==> config.mk <==
export PLATFORM = sky130hd
export DESIGN_NAME = mem_port_arbiter
export DESIGN_NICKNAME = d
export VERILOG_FILES = /design/src/rtl/mem_arb_pkg.sv /design/src/rtl/vec_lane_buffer.sv /design/src/rtl/mem_port_arbiter.sv
export SDC_FILE = /design/constraint.sdc
export NUM_CORES = 1
export LEC_CHECK = 0
export BUFFER_PORTS_ARGS = -buffer_cell sky130_fd_sc_hd__buf_2
export CORE_MARGIN = 2
export CORE_UTILIZATION = 30
export DETAILED_ROUTE_END_ITERATION = 12
export SLEW_MARGIN = 25
export SYNTH_ARGS = -nofsm -noshare
export SYNTH_HDL_FRONTEND = slang
export SYNTH_SLANG_ARGS = --single-unit
==> constraint.sdc <==
create_clock -name clk -period 6.3 [get_ports clk]
set_clock_uncertainty 0.15 [all_clocks]
set_input_delay 1.26 -clock clk [delete_from_list [all_inputs] [get_ports clk]]
set_output_delay 1.26 -clock clk [all_outputs]
set_load 0.02 [all_outputs]
==> src/rtl/mem_arb_pkg.sv <==
// Shared definitions for the Mem-stage data-port arbiter.
//   LANES_DEFAULT : number of 32-bit words moved by one vector access
//   WORD_BYTES    : byte stride between consecutive vector lanes
//   arbState_t    : arbiter states (idle / vector beats / vector completion)
package mem_arb_pkg;

  localparam int LANES_DEFAULT = 4;
  localparam int WORD_BYTES    = 4;

  typedef enum logic [1:0] {
    IDLE  = 2'd0,
    VBEAT = 2'd1,
    VLAST = 2'd2
  } arbState_t;

endpackage

==> src/rtl/vec_lane_buffer.sv <==
// Lane storage for assembling vector load data one word at a time.
//   clk, rst_n : clock, asynchronous active-low reset (clears every lane)
//   wrEn       : write wrData into lane wrLane at the next rising edge
//   wrLane     : lane index being written
//   wrData     : word to store
//   rdVec      : all lanes, lane 0 in the low word
module vec_lane_buffer
  import mem_arb_pkg::*;
#(
  parameter int LANES = LANES_DEFAULT,
  parameter int DW    = 32,
  parameter int LW    = (LANES > 1) ? $clog2(LANES) : 1
) (
  input  logic                clk,
  input  logic                rst_n,
  input  logic                wrEn,
  input  logic [LW-1:0]       wrLane,
  input  logic [DW-1:0]       wrData,
  output logic [LANES*DW-1:0] rdVec
);

  logic [DW-1:0] lanes [LANES];

  // One lane is updated per cycle as read beats return.
  always_ff @(posedge clk or negedge rst_n) begin
    if (!rst_n) begin
      for (int i = 0; i < LANES; i++) lanes[i] <= '0;
    end else if (wrEn) begin
      lanes[wrLane] <= wrData;
    end
  end

  // The lane being written is forwarded so the final beat's word is already
  // visible in the cycle it arrives, which is the vec_done cycle.
  always_comb begin
    rdVec = '0;
    for (int i = 0; i < LANES; i++) begin
      rdVec[i*DW +: DW] = (wrEn && (wrLane == LW'(i))) ? wrData : lanes[i];
    end
  end

endmodule

==> src/rtl/mem_port_arbiter.sv <==
// Arbitrates the single data-memory port between scalar LDR/STR and
// multi-beat vector LDRV/STRV accesses. Scalar wins in IDLE; a granted
// vector access runs to completion without preemption.
//   clk, rst_n                  : clock, asynchronous active-low reset
//   scal_req/we/addr/wdata      : scalar request from the Mem stage
//   scal_gnt/rvalid/rdata       : scalar accept, load data one cycle later
//   vec_req/we/addr/wdata       : vector request, base address, lane data
//   vec_gnt/done/rdata          : vector accept pulse, completion pulse, lanes
//   mem_en/we/addr/wdata, mem_rdata : synchronous data memory port
//   stall_req                   : asks the hazard unit to freeze the pipe
module mem_port_arbiter
  import mem_arb_pkg::*;
#(
  parameter int LANES = LANES_DEFAULT,
  parameter int DW    = 32,
  parameter int AW    = 32
) (
  input  logic                clk,
  input  logic                rst_n,
  input  logic                scal_req,
  input  logic                scal_we,
  input  logic [AW-1:0]       scal_addr,
  input  logic [DW-1:0]       scal_wdata,
  output logic                scal_gnt,
  output logic                scal_rvalid,
  output logic [DW-1:0]       scal_rdata,
  input  logic                vec_req,
  input  logic                vec_we,
  input  logic [AW-1:0]       vec_addr,
  input  logic [LANES*DW-1:0] vec_wdata,
  output logic                vec_gnt,
  output logic                vec_done,
  output logic [LANES*DW-1:0] vec_rdata,
  output logic                mem_en,
  output logic                mem_we,
  output logic [AW-1:0]       mem_addr,
  output logic [DW-1:0]       mem_wdata,
  input  logic [DW-1:0]       mem_rdata,
  output logic                stall_req
);

  localparam int LW = (LANES > 1) ? $clog2(LANES) : 1;

  arbState_t           state, stateNext;
  logic [LW-1:0]       beat;
  logic [AW-1:0]       vecBase;
  logic                vecWeQ;
  logic [LANES*DW-1:0] vecWdataQ;
  logic                rdPend;
  logic [LW-1:0]       rdLane;
  logic                scalRvalidQ;
  logic                scalGo;
  logic                vecGo;
  logic                lastBeat;
  logic [AW-1:0]       beatAddr;
  logic [AW-1:0]       addrRaw;

  assign scalGo   = (state == IDLE) && scal_req;
  assign vecGo    = (state == IDLE) && !scal_req && vec_req;
  assign lastBeat = (beat == LW'(LANES - 1));
  // Wraps modulo 2^AW, so a vector may straddle the top of the address space.
  assign beatAddr = vecBase + (AW'(beat) * AW'(WORD_BYTES));

  always_ff @(posedge clk or negedge rst_n) begin
    if (!rst_n) state <= IDLE;
    else        state <= stateNext;
  end

  always_comb begin
    stateNext = state;
    case (state)
      IDLE:    if (vec_req && !scal_req) stateNext = VBEAT;
      VBEAT:   if (lastBeat) stateNext = VLAST;
      VLAST:   stateNext = IDLE;
      default: stateNext = IDLE;
    endcase
  end

  // Vector request is captured at grant so the requester may drop it; read
  // beats are remembered for one cycle to steer the returning word to its lane.
  always_ff @(posedge clk or negedge rst_n) begin
    if (!rst_n) begin
      beat        <= '0;
      vecBase     <= '0;
      vecWeQ      <= 1'b0;
      vecWdataQ   <= '0;
      rdPend      <= 1'b0;
      rdLane      <= '0;
      scalRvalidQ <= 1'b0;
    end else begin
      scalRvalidQ <= scalGo && !scal_we;
      rdPend      <= (state == VBEAT) && !vecWeQ;
      rdLane      <= beat;
      if (vecGo) begin
        beat      <= '0;
        vecBase   <= vec_addr;
        vecWeQ    <= vec_we;
        vecWdataQ <= vec_wdata;
      end else if (state == VBEAT) begin
        beat <= beat + LW'(1);
      end
    end
  end

  // Outputs are gated by rst_n so an asserted reset silences the port at once,
  // even while scal_req is still high.
  always_comb begin
    scal_gnt  = 1'b0;
    vec_gnt   = 1'b0;
    vec_done  = 1'b0;
    mem_en    = 1'b0;
    mem_we    = 1'b0;
    addrRaw   = '0;
    mem_wdata = '0;
    if (rst_n) begin
      case (state)
        IDLE: begin
          if (scal_req) begin
            scal_gnt  = 1'b1;
            mem_en    = 1'b1;
            mem_we    = scal_we;
            addrRaw   = scal_addr;
            mem_wdata = scal_wdata;
          end else if (vec_req) begin
            vec_gnt = 1'b1;
          end
        end
        VBEAT: begin
          mem_en    = 1'b1;
          mem_we    = vecWeQ;
          addrRaw   = beatAddr;
          mem_wdata = vecWdataQ[int'(beat)*DW +: DW];
        end
        VLAST:   vec_done = 1'b1;
        default: ;
      endcase
    end
    mem_addr  = addrRaw & ~AW'(WORD_BYTES - 1);
    stall_req = rst_n & ((state != IDLE) | (scal_req & !scal_gnt) | (vec_req & !vec_gnt));
  end

  assign scal_rvalid = scalRvalidQ;
  assign scal_rdata  = mem_rdata;

  vec_lane_buffer #(.LANES(LANES), .DW(DW), .LW(LW)) laneBuf (
    .clk    (clk),
    .rst_n  (rst_n),
    .wrEn   (rdPend),
    .wrLane (rdLane),
    .wrData (mem_rdata),
    .rdVec  (vec_rdata)
  );

endmodule

# [Word level (Yosys, flattened, before mapping)]
# Index checks and enable logic that the tools add are counted.
[totals] ff_bits=297 in_bits=262 out_inout_bits=231 wordCells=84
[op_classes] n_addsub=2 order_cmp=2 eq_ne=8 shifts=1 n_mux=32 n_bitwise=6 reduce_logical=21
[ops] op="$mux W32" n=9
[ops] op="$bwmux W128" n=1
[ops] op="$pmux W32 S2" n=2
[ops] op="$shiftx A128 B8 Y32" n=1
[ops] op="$demux W32 S2" n=1
[ops] op="$add A32 B4 Y32" n=1
[ops] op="$mux W1" n=12
[ops] op="$logic_and A1 B1 Y1" n=11
[ops] op="$eq A2 B2 Y1 const B" n=4
[ops] op="$mux W2" n=4
[ops] op="$logic_not A1 Y1" n=5
[ops] op="$eq A2 B1 Y1 const B" n=2
[ops] op="$logic_not A2 Y1" n=2
[ops] op="$pmux W1 S2" n=2
[ops] op="$pmux W2 S2" n=1
[ops] op="$reduce_bool A2 Y1" n=2
[ops] op="$and A1 B1 Y1" n=3
[ops] op="$ge A3 B3 Y1 const B" n=1
[ops] op="$lt A3 B1 Y1 const B" n=1
[ops] op="$not A2 Y3" n=1
[ops] op="$add A2 B1 Y2 const B" n=1
[ops] op="$ne A2 B1 Y1 const B" n=1
[ops] op="$ne A2 B2 Y1 const B" n=1
[ops] op="$or A1 B1 Y1" n=2
[ops] op="$reduce_and A2 Y1" n=1

# [Longest topological paths before layout]
# Gate-level depths: netlist of run 1.
[depth] word_depth=8 mapped_depth=7 mapped_depth_nobuf=7

# [Modules after synthesis]
# A second synthesis of run 1 with hierarchy kept.
[hier_totals] hier_cells=989 hier_area_um2=13892.1
[by_module_without_submodules] module="mem_port_arbiter" instances=1 cells_each=683 area_each_um2=8690.8 seq_area_each_um2=4179.0
[by_module_without_submodules] module="vec_lane_buffer" instances=1 cells_each=306 area_each_um2=5201.2 seq_area_each_um2=3203.1

# [Least setup slack after synthesis of run 1]
# OpenSTA, ideal clock, no wires.
[synth_path] kind="input-to-output" from="input port scal_req" to="output port vec_gnt" arrival_time_ps=2437 required_ps=4890 path_slack_ps=2453 cell_stages=4 n_path_buf=2 cell_sequence="nor4b_1 -> buf_2 -> clkbuf_1 -> and2_1"
[synth_between] elab_chain_len=3
[synth_lines] element="start, declared" line_no="mem_port_arbiter.sv:20" rtl="input logic scal_req,"
[synth_lines] element="$mux W1" line_no="mem_port_arbiter.sv:118" rtl="if (scal_req) begin"
[synth_lines] element="$mux W1" line_no="mem_port_arbiter.sv:116" rtl="case (state)"
[synth_lines] element="$mux W1" line_no="mem_port_arbiter.sv:115" rtl="if (rst_n) begin"
[synth_lines] element="end, declared" line_no="mem_port_arbiter.sv:31" rtl="output logic vec_gnt,"
# Every way passes these cells.

# [Final worst setup path of run 1]
[layout_path] from="input port rst_n" to="output port mem_addr[24]"
[layout_between] elab_chain_len=1
[layout_lines] element="start, declared" line_no="mem_port_arbiter.sv:19" rtl="input logic rst_n,"
[layout_lines] element="$mux W32" line_no="mem_port_arbiter.sv:115"
[layout_lines] element="end, declared" line_no="mem_port_arbiter.sv:36" rtl="output logic [AW-1:0] mem_addr,"
# Every way passes these cells.

==> metrics.cfg, run 1 <==
[status]
status = completed

[yosys]
synth.area.top_cells = dfrtp_1 (56%), mux2_2 (24%), mux4_2 (5.4%)
synth_area_leader_cell = dfrtp_1
syn_area_per_cell_um2 = 14.0
synthFlopType = dfrtp_1
ys.warnings.count = 0
syn-cell-area_um2 = 13300
synth_most_common_cell = dfrtp_1
async_reset_ff_share_pct = 100
yosysUniqueCellTypes = 42
seq_area_frac_synth_pct = 55.6
netlist_instances = 947
synth-edff-count = 0
synth-seq-cells = 295
synth_common_cells = dfrtp_1 (295), mux2_2 (284), nor2_1 (48)
synth_top_area_share_pct = 55.6

[floorplan]
die_h_um = 214
initial_utilization_pct = 30.2
io_pins = 493
die-area_um2 = 46000
die_x_um = 214
rows = 77
core-area_um2 = 43900

[cts]
cts_resized = 0
hold_buffers = 0
cts-root-buf = clkbuf_16
cts-htree-levels = 2
cts_tree = yes
cts_max_path_buffers = 3
cts_buffers = 35
clk_latency_ns = 0.52
path_clk_slew_ns = 0.06
post_cts_buffers = 0
clock-sinks = 295

[min_path]
holdPathEnd = laneBuf.lanes[60]
whs_path_depth = 1
hp-start = laneBuf.lanes[60]
min_path_type = reg2reg

[global_route]
grt_overflow = 0
grt_pass1_wl_mm = 58.0
grt_use_total_pct = 16.0
grt_max_degree = 166
antenna_found_initial = 5
grt_pass1_vias = 9998

[worst_setup_path]
critPathMaxFanout = 85
r2r_slack_ns = 3.79
cp-end-kind = primary output
rr_endpoint = vecWdataQ[120]
required_ns = 4.89
worst-r2r-cell-count = 3
critPathBufInv = 2
critical_path_class = in2out
cp-start-kind = input port
path_delay_family = simple AND/OR/NAND/NOR gates
cp.arrival_ns = 3.04
crit_chain = buf_8 > and3_1 > nand2_1 > o21ai_0 > buf_2
slowest_delay_ns = 0.77
r2r-start = state[1]
cpMaxStageDelayCell = and3_1

[drt]
wl_per_cell_um = 18.5
drtPass1Iterations = 4
drt_wl_total_mm = 37.2
drtAntennaViolNets = 0
vias = 9441
drc = 0
vias_per_cell = 4.70
drt-initial-drc-count = 571

[sta]
final.min_clock_period_ns = 4.45
setup_viol = 0
slew_violations = 0
fin_setup_tns_ns = 0
hold_viol_final = 0
setup_slack_ns = 1.85
rsz0062_at_grt = false
fin_crit_sh_pct = 70.7
clock.fmax_mhz = 225
max_slew_margin_pct = 32.4
worstMarginPinSlew_ns = 1.01

[place]
place_congestion = 0.874
place_ws_ns = 1.85
dp_hpwl_mm = 26.4
io_buffers = 486

[run]
maxCapViolCount = 0

[pwr]
ir_worst_vdd_uv = 258
power_density_nw_per_um2 = 553
leakagePower_nw = 7.91

[finish]
layout-drive-gt1-share_pct = 62.3
final_net_count = 1656
synthToLayoutAreaGrowth_pct = 30.1

per-stage QoR:
| step | hold slack (ns) | total power, W | cells | instance area, um^2 | util [%] |
|---|---|---|---|---|---|
| final | 0.340 | 0.00955 | 2008 | 17300 | 39.3 |
| after global routing | 0.350 | 0.0101 | 2006 | 17300 | 39.3 |
| after CTS | 0.343 | 0.00969 | 2004 | 17300 | 39.3 |
| after detailed placement | 0.331 | 0.00760 | 1945 | 16100 | 36.7 |
| after global placement | 0.325 | 0.00750 | 1945 | 16100 | 36.7 |
| after floorplan | 0.254 | 0.00618 | 948 | 13300 | - |
final cells by class:
type | count | area, um^2
fill | 4271 | 26700
sequential | 295 | 7380
multi-input combinational | 558 | 5430
timing repair buffer | 497 | 2550
clock buffer | 49 | 1020
tap | 592 | 741
clock inverter | 10 | 125
inverter | 3 | 11.3
antenna | 4 | 10.0
cells by family after synthesis:
kind of cell / Yosys count / synth area share, %
xor+xnor: 28 / 1.85
compound gates: 71 / 3.52
flops: 295 / 55.6
other cells: 1 / 0.0282
mux: 316 / 29.5
fa+ha+maj: 4 / 0.434
buf+inv: 95 / 3.82
simple gates: 137 / 5.24
worst max path at each step:
stage | from | endpoint | slack (ns) | cells past startpoint
final | rst_n | mem_addr[24] | 1.85 | 5
after floorplan | scal_req | vec_gnt | 2.45 | 4
after CTS | rst_n | mem_addr[24] | 1.84 | 5
after detailed placement | rst_n | mem_addr[24] | 1.85 | 5
after global placement | rst_n | mem_addr[24] | 1.89 | 5
after global routing | rst_n | mem_addr[24] | 1.58 | 5
sequential cells by signal, summed over array words and instances, names as in the netlist:
register / cells
rdPend: 1
laneBuf.lanes: 128
vecWdataQ: 128
scal_rvalid: 1
vecBase: 30
state: 2
rdLane: 2
vecWeQ: 1
beat: 2
power by group:
group	internal, W	total [W]	switching, W
Clock	0.00125	0.00202	0.000770
Combinational	0.00189	0.00422	0.00233
Sequential	0.00286	0.00331	0.000457
routing by layer:
| layer | global-route usage, % | vias to the layer above | share of wire, % |
|---|---|---|---|
| met3 | 4.57 | 59 | 7.1 |
| met4 | 4.44 | 4 | 2.2 |
| met2 | 26.4 | 355 | 47 |
| met5 | 0 | - | 0.062 |
| met1 | 20.7 | 4760 | 44 |
| li1 | - | 4263 | - |
layout by cell type (no fill, tap or decap), types with 3 or more instances in the layout:
cell	n
a22oi_1	38
and3_1	4
and4_1	6
buf_2	485
buf_4	9
bufinv_16	3
clkbuf_1	7
clkbuf_16	37
clkbuf_8	5
clkinv_2	7
dfrtp_1	293
diode_2	4
ha_1	3
inv_1	3
mux2_2	284
mux4_2	32
nand2_1	38
nand3_1	7
nand4_1	3
nor2_1	48
nor3_1	5
nor4_1	5
o21ai_0	24
o21ai_1	3
xnor2_1	19
xor2_1	9
Power figures use the tool's default switching activity.
==> run 2, diff against run 1 <==
==> constraint.sdc (replaced) <==
create_clock -name clk -period 3.82 [get_ports clk]
set_clock_uncertainty 0.15 [all_clocks]
set_input_delay 0.764 -clock clk [delete_from_list [all_inputs] [get_ports clk]]
set_output_delay 0.764 -clock clk [all_outputs]
set_load 0.02 [all_outputs]
==> metrics.cfg, run 2 (synthesis gave the netlist of run 1 again) <==
[pwr]
power.total_w = 0.0158  ; was 0.00955 W
leakagePower_nw = 7.94  ; was 7.91 nW
ir_worst_vdd_uv = 434  ; was 258 uV
power_density_nw_per_um2 = 908  ; was 553 nW/um^2

[worst_setup_path]
r2r-start = state[1]  ; unchanged
rr_endpoint = vecWdataQ[89]  ; was vecWdataQ[120]
critPathMaxFanout = 4  ; was 85
worst-r2r-cell-count = 4  ; was 3
critical_path_class = reg2out  ; was in2out
cp-start-kind = flop  ; was input port
cp-end-kind = primary output  ; unchanged
cp.arrival_ns = 2.80  ; was 3.04 ns
r2r_slack_ns = 1.46  ; was 3.79 ns
required_ns = 2.91  ; was 4.89 ns

[min_path]
hp-start = scal_we  ; was laneBuf.lanes[60]
min_path_type = in2reg  ; was reg2reg
whs_path_depth = 2  ; was 1
holdPathEnd = scal_rvalid  ; was laneBuf.lanes[60]

[finish]
final_net_count = 1663  ; was 1,656
layout-drive-gt1-share_pct = 62.9  ; was 62.3%
stdcell_count = 2016  ; was 2,008
fin_util_pct = 39.5  ; was 39.3%
final_common_cell = buf_2  ; unchanged
top_regs = laneBuf.lanes (128), vecWdataQ (128), vecBase (30)  ; unchanged
layout_common_cells = buf_2 (484), dfrtp_1 (293), mux2_2 (284), nor2_1 (48)  ; was buf_2 (485), dfrtp_1 (293), mux2_2 (284), nor2_1 (48)
synthToLayoutAreaGrowth_pct = 30.8  ; was 30.1%

[sta]
hold_ws_ns = 0.254  ; was 0.340 ns
fin_crit_sh_pct = 97.2
worstMarginPinSlew_ns = 1.00  ; was 1.01 ns
setup_viol = 0  ; unchanged
clock.fmax_mhz = 269
final.min_clock_period_ns = 3.71
max_slew_margin_pct = 33.2  ; was 32.4%
hold_viol_final = 0  ; unchanged
slew_violations = 0  ; unchanged
rsz0062_at_grt = true  ; was false

[status]
status = completed  ; unchanged

[place]
io_buffers = 486  ; unchanged
dp.cells = 1950  ; was 1,945
dp_hpwl_mm = 26.9  ; was 26.4 mm
place_congestion = 0.849  ; was 0.874

[cts]
cts_max_path_buffers = 3  ; unchanged
cts_tree = yes  ; unchanged
clock-sinks = 295  ; unchanged
clk_latency_ns = 0.53  ; was 0.52 ns
cts-root-buf = clkbuf_16  ; unchanged
cts_buffers = 34  ; was 35
path_clk_slew_ns = 0.06  ; about the same
cts-htree-levels = 2  ; unchanged

[floorplan]
rows = 77  ; unchanged
core-area_um2 = 43900  ; unchanged
die_h_um = 214  ; unchanged
die-area_um2 = 46000  ; unchanged
initial_utilization_pct = 30.2  ; unchanged
io_pins = 493  ; unchanged
die_x_um = 214  ; unchanged

[global_route]
grt_overflow = 0  ; unchanged
grt_pass1_vias = 9872  ; was 9,998
grt_use_total_pct = 16.2  ; was 16.0%
grt_max_degree = 160  ; was 166
grt_pass1_wl_mm = 58.3  ; was 58.0 mm
antenna_found_initial = 5  ; unchanged

[drt]
drtPass1Iterations = 5  ; was 4
drc = 0  ; unchanged
vias = 9442  ; was 9,441
vias_per_cell = 4.68  ; was 4.70
drt-initial-drc-count = 415  ; was 571
drt_wl_total_mm = 37.5  ; was 37.2 mm
drtAntennaViolNets = 0  ; unchanged
wl_per_cell_um = 18.6  ; was 18.5 um

[run]
maxCapViolCount = 0  ; unchanged

-- run 2: repair_timing --
| action | in CTS | in global routing |
|---|---|---|
| hold buffers | 1 | 0 |
| setup buffers | 0 | 2 |
| endpoints found under the hold margin | 39 | 0 |
| endpoints found under the setup margin | 0 | 23 |
| resized for setup | 0 | 9 |
-- run 2: worst max-delay path, stage by stage, from the launching register on --
cell,delay [ns]
dfrtp_1,0.39
ha_4,0.17
fa_2,0.24
nand4_4,0.09
or4_4,0.61
nor4_4,0.36
xnor2_2,0.12
o21ai_2,0.16
buf_6,0.14
-- run 2: area by class of cell --
type	count	area, um^2
Tap cell	592	741
Sequential cell	295	7380
Fill cell	4273	26600
Antenna cell	3	7.51
Clock buffer	47	1000
Multi-Input combinational cell	558	5450
Inverter	3	11.3
Clock inverter	13	124
Timing Repair Buffer	505	2640
-- run 2: layer usage --
metal	wire length, um	global-route usage (%)	part of all wire [%]	vias up
met5	23	0	0.061	-
met3	3140	5.40	8.4	54
met1	15600	20.2	42	4732
met4	677	4.68	1.8	4
met2	18100	26.8	48	373
li1	-	-	-	4279
-- run 2: worst max path at each step --
stage | start | end | slack (ns) | cells after the start
detailed placement | rst_n | mem_addr[19] | 0.62 | 5
finish | vecBase[2] | mem_addr[28] | 0.11 | 8
CTS | rst_n | mem_addr[19] | 0.009 | 6
global placement | beat[0] | mem_addr[28] | 0.68 | 8
global route | vecBase[2] | mem_addr[28] | -0.01 | 8
floorplan | beat[0] | mem_addr[24] | 0.74 | 7
-- run 2: power by group --
| part | total, W | switching (W) | internal, W |
|---|---|---|---|
| Sequential | 0.00547 | 0.000764 | 0.00471 |
| Combinational | 0.00703 | 0.00385 | 0.00318 |
| Clock | 0.00326 | 0.00129 | 0.00197 |
-- run 2: per-stage QoR --
stage / setup slack, ns / instance area (um^2) / setup TNS [ns]
after floorplan: 0.738 / 13300 / 0
after global placement: 0.675 / 16200 / 0
after detailed placement: 0.619 / 16200 / 0
after CTS: 0.00921 / 17300 / 0
after global routing: -0.0141 / 17400 / -0.0141
final: 0.108 / 17400 / 0
